<file path="src/rtl/bl_table_ctrl_if.sv">
// Bus bundle for the bit-length table controller: symbol input stream,
// even/odd table write ports, table read side and packed header output.
interface bl_table_ctrl_if;
    logic        bl_valid;
    logic        bl_ready;
    logic [7:0]  bl_sym;
    logic [3:0]  bl_len;
    logic        bl_last;

    logic [6:0]  blt_even_waddr;
    logic        blt_even_wr;
    logic [3:0]  blt_even_wdata;
    logic [6:0]  blt_odd_waddr;
    logic        blt_odd_wr;
    logic [3:0]  blt_odd_wdata;

    logic        blt_rd;
    logic [31:0] blt_dout;
    logic        blt_valid;

    logic        hdr_valid;
    logic        hdr_ready;
    logic [31:0] hdr_data;
    logic        hdr_last;

    modport master (
        input  bl_valid, bl_sym, bl_len, bl_last,
        output bl_ready,
        output blt_even_waddr, blt_even_wr, blt_even_wdata,
        output blt_odd_waddr, blt_odd_wr, blt_odd_wdata,
        output blt_rd,
        input  blt_dout, blt_valid,
        output hdr_valid, hdr_data, hdr_last,
        input  hdr_ready
    );

    modport slave (
        output bl_valid, bl_sym, bl_len, bl_last,
        input  bl_ready,
        input  blt_even_waddr, blt_even_wr, blt_even_wdata,
        input  blt_odd_waddr, blt_odd_wr, blt_odd_wdata,
        input  blt_rd,
        output blt_dout, blt_valid,
        input  hdr_valid, hdr_data, hdr_last,
        output hdr_ready
    );
endinterface

</file>
<file path="src/rtl/bl_table_ctrl.sv">
// Loads 4-bit code lengths into split even/odd tables, then streams the table
// back as 32 packed words through a 2-entry skid FIFO.
module bl_table_ctrl (
    input  logic            clk,
    input  logic            rst,
    bl_table_ctrl_if.master bus,
    output logic            busy
);

    typedef enum logic [1:0] {IDLE, LOAD, GAP, READ} state_t;

    state_t      state_reg, state_next;
    logic        accept;
    logic        read_active;
    logic        in_valid;
    logic        pop;
    logic        last_pop;
    logic        push_mem;
    logic        pop_mem;
    logic [31:0] head_word;
    logic [5:0]  rd_cnt_reg;
    logic [5:0]  out_cnt_reg;
    logic        inflight_reg;
    logic [1:0]  count_reg, count_next;
    logic        wr_ptr_reg;
    logic        rd_ptr_reg;

    always_ff @(posedge clk) begin
        if (rst) state_reg <= IDLE;
        else     state_reg <= state_next;
    end

    always_comb begin
        state_next = state_reg;
        case (state_reg)
            IDLE:    if (accept) state_next = bus.bl_last ? GAP : LOAD;
            LOAD:    if (accept && bus.bl_last) state_next = GAP;
            GAP:     state_next = READ;
            READ:    if (last_pop) state_next = IDLE;
            default: state_next = IDLE;
        endcase
    end

    // Reads are throttled so buffered plus in-flight words never exceed the FIFO depth.
    always_comb begin
        bus.bl_ready = 1'b0;
        busy         = 1'b1;
        read_active  = 1'b0;
        bus.blt_rd   = 1'b0;
        case (state_reg)
            IDLE: begin
                bus.bl_ready = 1'b1;
                busy         = 1'b0;
            end
            LOAD: bus.bl_ready = 1'b1;
            READ: begin
                read_active = 1'b1;
                bus.blt_rd  = (rd_cnt_reg < 6'd32) &&
                              (({1'b0, count_reg} + {2'b00, inflight_reg}) < 3'd2);
            end
            default: ;
        endcase
    end

    assign accept = bus.bl_valid & bus.bl_ready;

    genvar gi;
    generate
        for (gi = 0; gi < 2; gi++) begin : g_port
            logic       hit;
            logic       wr_reg;
            logic [6:0] waddr_reg;
            logic [3:0] wdata_reg;

            assign hit = accept && (bus.bl_sym[0] == 1'(gi));

            always_ff @(posedge clk) begin
                if (rst) begin
                    wr_reg    <= 1'b0;
                    waddr_reg <= '0;
                    wdata_reg <= '0;
                end else begin
                    wr_reg <= hit;
                    if (hit) begin
                        waddr_reg <= bus.bl_sym[7:1];
                        wdata_reg <= bus.bl_len;
                    end
                end
            end
        end
    endgenerate

    assign bus.blt_even_wr    = g_port[0].wr_reg;
    assign bus.blt_even_waddr = g_port[0].waddr_reg;
    assign bus.blt_even_wdata = g_port[0].wdata_reg;
    assign bus.blt_odd_wr     = g_port[1].wr_reg;
    assign bus.blt_odd_waddr  = g_port[1].waddr_reg;
    assign bus.blt_odd_wdata  = g_port[1].wdata_reg;

    // An arriving word bypasses the empty FIFO so a steady stream sees no bubbles.
    assign in_valid = bus.blt_valid & read_active;
    assign pop      = bus.hdr_valid & bus.hdr_ready;
    assign last_pop = pop & bus.hdr_last;
    assign push_mem = in_valid & ~((count_reg == 2'd0) & pop);
    assign pop_mem  = pop & (count_reg != 2'd0);

    assign count_next = count_reg + {1'b0, push_mem} - {1'b0, pop_mem};

    generate
        for (gi = 0; gi < 2; gi++) begin : g_fifo
            logic [31:0] word_reg;

            always_ff @(posedge clk) begin
                if (rst)
                    word_reg <= '0;
                else if (push_mem && (wr_ptr_reg == 1'(gi)))
                    word_reg <= bus.blt_dout;
            end
        end
    endgenerate

    always_comb begin
        head_word = 32'd0;
        if (count_reg != 2'd0)
            head_word = rd_ptr_reg ? g_fifo[1].word_reg : g_fifo[0].word_reg;
        else if (in_valid)
            head_word = bus.blt_dout;
    end

    assign bus.hdr_valid = (count_reg != 2'd0) | in_valid;
    assign bus.hdr_data  = head_word;
    assign bus.hdr_last  = bus.hdr_valid & (out_cnt_reg == 6'd31);

    always_ff @(posedge clk) begin
        if (rst) begin
            rd_cnt_reg   <= '0;
            out_cnt_reg  <= '0;
            inflight_reg <= 1'b0;
            count_reg    <= '0;
            wr_ptr_reg   <= 1'b0;
            rd_ptr_reg   <= 1'b0;
        end else begin
            inflight_reg <= bus.blt_rd;
            count_reg    <= count_next;
            if (state_reg == GAP) begin
                rd_cnt_reg  <= '0;
                out_cnt_reg <= '0;
                wr_ptr_reg  <= 1'b0;
                rd_ptr_reg  <= 1'b0;
            end else begin
                if (bus.blt_rd) rd_cnt_reg  <= rd_cnt_reg + 6'd1;
                if (pop)        out_cnt_reg <= out_cnt_reg + 6'd1;
                if (push_mem)   wr_ptr_reg  <= ~wr_ptr_reg;
                if (pop_mem)    rd_ptr_reg  <= ~rd_ptr_reg;
            end
        end
    end

endmodule

</file>
<file path="src/flat_wrapper.sv">
// flat-port wrapper written by rule: the top's interface ports become plain ports
module bl_table_ctrl_flat 
  (clk, rst, busy, bus_bl_valid, bus_bl_sym, bus_bl_len, bus_bl_last, bus_bl_ready, bus_blt_even_waddr, bus_blt_even_wr, bus_blt_even_wdata, bus_blt_odd_waddr, bus_blt_odd_wr, bus_blt_odd_wdata, bus_blt_rd, bus_blt_dout, bus_blt_valid, bus_hdr_valid, bus_hdr_data, bus_hdr_last, bus_hdr_ready);
  bl_table_ctrl_if bus_i ();
  input  logic clk;
  input  logic rst;
  output logic busy;
  input wire logic [$bits(bus_i.bl_valid)-1:0] bus_bl_valid;
  input wire logic [$bits(bus_i.bl_sym)-1:0] bus_bl_sym;
  input wire logic [$bits(bus_i.bl_len)-1:0] bus_bl_len;
  input wire logic [$bits(bus_i.bl_last)-1:0] bus_bl_last;
  output wire logic [$bits(bus_i.bl_ready)-1:0] bus_bl_ready;
  output wire logic [$bits(bus_i.blt_even_waddr)-1:0] bus_blt_even_waddr;
  output wire logic [$bits(bus_i.blt_even_wr)-1:0] bus_blt_even_wr;
  output wire logic [$bits(bus_i.blt_even_wdata)-1:0] bus_blt_even_wdata;
  output wire logic [$bits(bus_i.blt_odd_waddr)-1:0] bus_blt_odd_waddr;
  output wire logic [$bits(bus_i.blt_odd_wr)-1:0] bus_blt_odd_wr;
  output wire logic [$bits(bus_i.blt_odd_wdata)-1:0] bus_blt_odd_wdata;
  output wire logic [$bits(bus_i.blt_rd)-1:0] bus_blt_rd;
  input wire logic [$bits(bus_i.blt_dout)-1:0] bus_blt_dout;
  input wire logic [$bits(bus_i.blt_valid)-1:0] bus_blt_valid;
  output wire logic [$bits(bus_i.hdr_valid)-1:0] bus_hdr_valid;
  output wire logic [$bits(bus_i.hdr_data)-1:0] bus_hdr_data;
  output wire logic [$bits(bus_i.hdr_last)-1:0] bus_hdr_last;
  input wire logic [$bits(bus_i.hdr_ready)-1:0] bus_hdr_ready;
  assign bus_i.bl_valid = bus_bl_valid;
  assign bus_i.bl_sym = bus_bl_sym;
  assign bus_i.bl_len = bus_bl_len;
  assign bus_i.bl_last = bus_bl_last;
  assign bus_bl_ready = bus_i.bl_ready;
  assign bus_blt_even_waddr = bus_i.blt_even_waddr;
  assign bus_blt_even_wr = bus_i.blt_even_wr;
  assign bus_blt_even_wdata = bus_i.blt_even_wdata;
  assign bus_blt_odd_waddr = bus_i.blt_odd_waddr;
  assign bus_blt_odd_wr = bus_i.blt_odd_wr;
  assign bus_blt_odd_wdata = bus_i.blt_odd_wdata;
  assign bus_blt_rd = bus_i.blt_rd;
  assign bus_i.blt_dout = bus_blt_dout;
  assign bus_i.blt_valid = bus_blt_valid;
  assign bus_hdr_valid = bus_i.hdr_valid;
  assign bus_hdr_data = bus_i.hdr_data;
  assign bus_hdr_last = bus_i.hdr_last;
  assign bus_i.hdr_ready = bus_hdr_ready;
  bl_table_ctrl u_core (.clk(clk), .rst(rst), .bus(bus_i), .busy(busy));
endmodule
</file>
<file path="config.mk">
export PLATFORM = sky130hd
export DESIGN_NAME = bl_table_ctrl_flat
export DESIGN_NICKNAME = d
export VERILOG_FILES = /design/src/rtl/bl_table_ctrl_if.sv /design/src/rtl/bl_table_ctrl.sv /design/src/flat_wrapper.sv
export SDC_FILE = /design/constraint.sdc
export NUM_CORES = 1
export LEC_CHECK = 0
export ABC_AREA = 0
export CORE_MARGIN = 2
export CORE_UTILIZATION = 34
export CTS_CLUSTER_DIAMETER = 120
export DETAILED_ROUTE_END_ITERATION = 16
export PLACE_DENSITY = 0.59
export SYNTH_ARGS = -nofsm -noshare
export SYNTH_HDL_FRONTEND = slang
export SYNTH_SLANG_ARGS = --single-unit
</file>
<file path="constraint.sdc">
create_clock -name clk -period 2.35 [get_ports clk]
set_input_delay 0.47 -clock clk [delete_from_list [all_inputs] [get_ports clk]]
set_output_delay 0.47 -clock clk [all_outputs]
set_load 0.01 [all_outputs]
</file>
==> results.toml <==
[grt]
grt_max_degree = 50
grt_pass1_wl_mm = 20.27
antenna_found_initial = 0
gr-usage-all-layers = 0.1726
grt_pass1_vias = 4224
grt-ovfl-total = 0

[setup_path]
reg2reg_slack_ps = 210
arrival_ps = 1750
crit_end = "bus_bl_ready"
crit_path_start_kind = "flop"
reg2reg_to = "u_core.count_reg[1]$_SDFF_PP0_"
worstPathRequired_ps = 1880
cp-end-kind = "output port"
worstReg2RegStart = "u_core.count_reg[0]$_SDFF_PP0_"
r2r_cells = 9
crit_path_start = "u_core.state_reg[0]$_SDFFE_PP0P_"
path_class = "flop to output port"
path_max_fanout = 3

[power_and_ir_drop]
p_leak_nw = 2.346
p_total_w = 0.004814
ir_drop_v = 0.0004678
powerDensity_nw_per_um2 = 751.1

[routing]
via_per_inst = 4.871
drt_wl_total_mm = 12.30
antenna_left = 0
drcViolationCount = 0
route.vias.total = 4262
drt-pass1-iter-count = 4
drtIter0Drc = 281
wl_per_cell_um = 14.06

[clock_network]
cts_root_buffer = "clkbuf_16"
clk_latency_ps = 350
cts_buffer_depth = 2
path_clk_slew_ps = 70
numCtsBuffers = 9
htreeDepth = 3
cts_tree = "built"
holdBufCountCts = 0
clkSinkCount = 107

[yosys]
syn_nets = 633
ys_ff_latch = 107
synth_area_um2 = 4707
yosysTopAreaCellShare = 0.4551
ys_types = 34
yosys.area.top_type = "dfxtp_1"
yosysWarnings = 0
avgSynthCellArea_um2 = 8.200
yosysSeqAreaShare = 0.4551
synthTopCellsByArea = "dfxtp_1, nand2_1, mux2i_1"
synthCells = 574

[placed_design]
hpwl_mm = 8.133
port_buffers = 110
post-place-ws_ps = -387.3
placed_area_um2 = 6100
gp_congestion = 0.7874

[floorplan]
dieArea_um2 = 14800
initial_core_util = 0.3513
io_pins = 111
die_w_um = 121.7
floorplan.rows = 42
core_region_area_um2 = 13400
die_height_um = 121.7

[job]
cap_violations = 0

[timing]
worst_slew_pin_slew_ps = 617.2
slew_viol_final = 0
rsz0062_at_grt = "no"
relSlewSlack = 0.5876
clock.fmax_ghz = 0.4509
clock_skew_ps = 8.408
fin_crit_sh = 0.9436
finalCriticalPeriod_ps = 2218
setup_slack_ps = 132.4
hold_viol = 0
setup_viol = 0

[worst_hold_path]
hold_path.class = "flop to flop"

[status]
status = "finished, final reports clean"

[final_layout]
synthToLayoutAreaGrowth_pct = 36.18
final_area_um2 = 6410
drive_above_1_share = 0.1388
nNetsFinal = 753
largest_reg_flops = 64
n_antenna_cell = 0
fill_cells = 1272
==> cell usage after synthesis <==
library cell,n
a211o_1,2
a211oi_1,1
a211oi_4,2
a21o_1,1
a21oi_1,70
a311oi_1,2
a41oi_1,1
and2_1,3
and3_1,2
buf_1,1
buf_2,14
buf_6,6
clkbuf_1,18
dfxtp_1,107
ha_1,9
inv_1,7
inv_2,1
mux2i_1,56
nand2_1,167
nand3_1,6
nand3b_1,1
nand4_1,2
nor2_1,38
nor2b_1,3
nor3_1,2
nor3_2,1
nor3b_1,1
o21ai_0,30
o21ai_1,5
o41ai_2,1
or2_2,2
or3_1,1
xnor2_1,3
xor2_1,8
==> cells in the final DEF (no fill, tap or decap), types with 9 or more instances in the layout <==
| cell type | count |
|---|---|
| a21oi_1 | 70 |
| buf_2 | 13 |
| buf_4 | 32 |
| clkbuf_16 | 9 |
| clkbuf_2 | 13 |
| clkdlybuf4s50_1 | 72 |
| dfxtp_1 | 102 |
| mux2i_1 | 56 |
| nand2_1 | 166 |
| nor2_1 | 37 |
| o21ai_0 | 28 |
==> power by group <==
part           internal, W  leakage [nW]  switching (W)
clock             0.000941         0.156       0.000694
combinational     0.000575          1.32       0.000603
sequential         0.00192         0.867      0.0000773
total              0.00344          2.35        0.00137
==> worst max-delay path: stages, from the launching register on <==
cell,delay [ps]
dfxtp_2,360
buf_4,130
inv_1,70
ha_1,220
or2_2,340
dlygate4sd2_1,300
==> area by class of cell <==
| type | instances | area [um^2] | share of cell area |
|---|---|---|---|
| clock inverters | 7 | 98.84 | 0.01542 |
| flip-flops and latches | 107 | 2151 | 0.3355 |
| multi-input cells | 421 | 2381 | 0.3715 |
| well taps | 176 | 220.2 | 0.03435 |
| repair buffers | 147 | 1304 | 0.2034 |
| inverters | 8 | 30.03 | 0.004685 |
| clock buffers | 9 | 225.2 | 0.03514 |
==> worst min-delay path by stage <==
stage | slack, ps | depth (start not counted) | end | start
after floorplan | 440 | 2 | u_core.g_fifo[0].word_reg[0]$_SDFFE_PP0P_ | u_core.g_fifo[0].word_reg[0]$_SDFFE_PP0P_
after global placement | 440 | 2 | u_core.g_fifo[0].word_reg[1]$_SDFFE_PP0P_ | u_core.g_fifo[0].word_reg[1]$_SDFFE_PP0P_
after detailed placement | 450 | 2 | u_core.g_fifo[1].word_reg[2]$_SDFFE_PP0P_ | u_core.g_fifo[1].word_reg[2]$_SDFFE_PP0P_
after CTS | 460 | 2 | u_core.g_fifo[1].word_reg[2]$_SDFFE_PP0P_ | u_core.g_fifo[1].word_reg[2]$_SDFFE_PP0P_
after global routing | 470 | 2 | u_core.g_fifo[1].word_reg[14]$_SDFFE_PP0P_ | u_core.g_fifo[1].word_reg[14]$_SDFFE_PP0P_
final | 450 | 2 | u_core.g_fifo[0].word_reg[5]$_SDFFE_PP0P_ | u_core.g_fifo[0].word_reg[5]$_SDFFE_PP0P_
==> what timing repair did <==
action,in CTS,in global routing
gates cloned,2,0
buffers inserted,3,2
pin swaps,2,1
gates resized for setup,86,42
endpoints found under the setup margin,36,32
==> through the flow <==
| stage | setup TNS [ps] | utilization | std cells | hold slack [ps] |
|---|---|---|---|---|
| 5_1_grt | 0 | 0.4783 | 875 | 473.9 |
| 4_1_cts | 0 | 0.4797 | 873 | 456.5 |
| 2_1_floorplan | 0 | - | 574 | 435.7 |
| 3_3_place_gp | -10870 | 0.4552 | 852 | 440.2 |
| 3_5_place_dp | -11550 | 0.4552 | 852 | 446.5 |
| 6_report | 0 | 0.4783 | 875 | 454.4 |
==> routing by layer <==
| metal | share of wire | global-route usage |
|---|---|---|
| met5 | 0 | 0 |
| met4 | 0.015 | 0.04454 |
| met3 | 0.081 | 0.06180 |
| met2 | 0.46 | 0.2904 |
| met1 | 0.44 | 0.2100 |
==> cells by family (layout without fill, tap and decap cells) <==
group	after synthesis	in the layout	share of synthesized area
and+or+nand+nor	229	230	0.1946
AOI/OAI and AO/OA	115	115	0.1361
DFF	107	107	0.4551
muxes	56	56	0.1191
buffers and inverters	47	171	0.05077
xor gates and xnor gates	11	11	0.02047
adders and majority gates	9	9	0.02392
No activity file was read; power rests on OpenSTA's default activity.
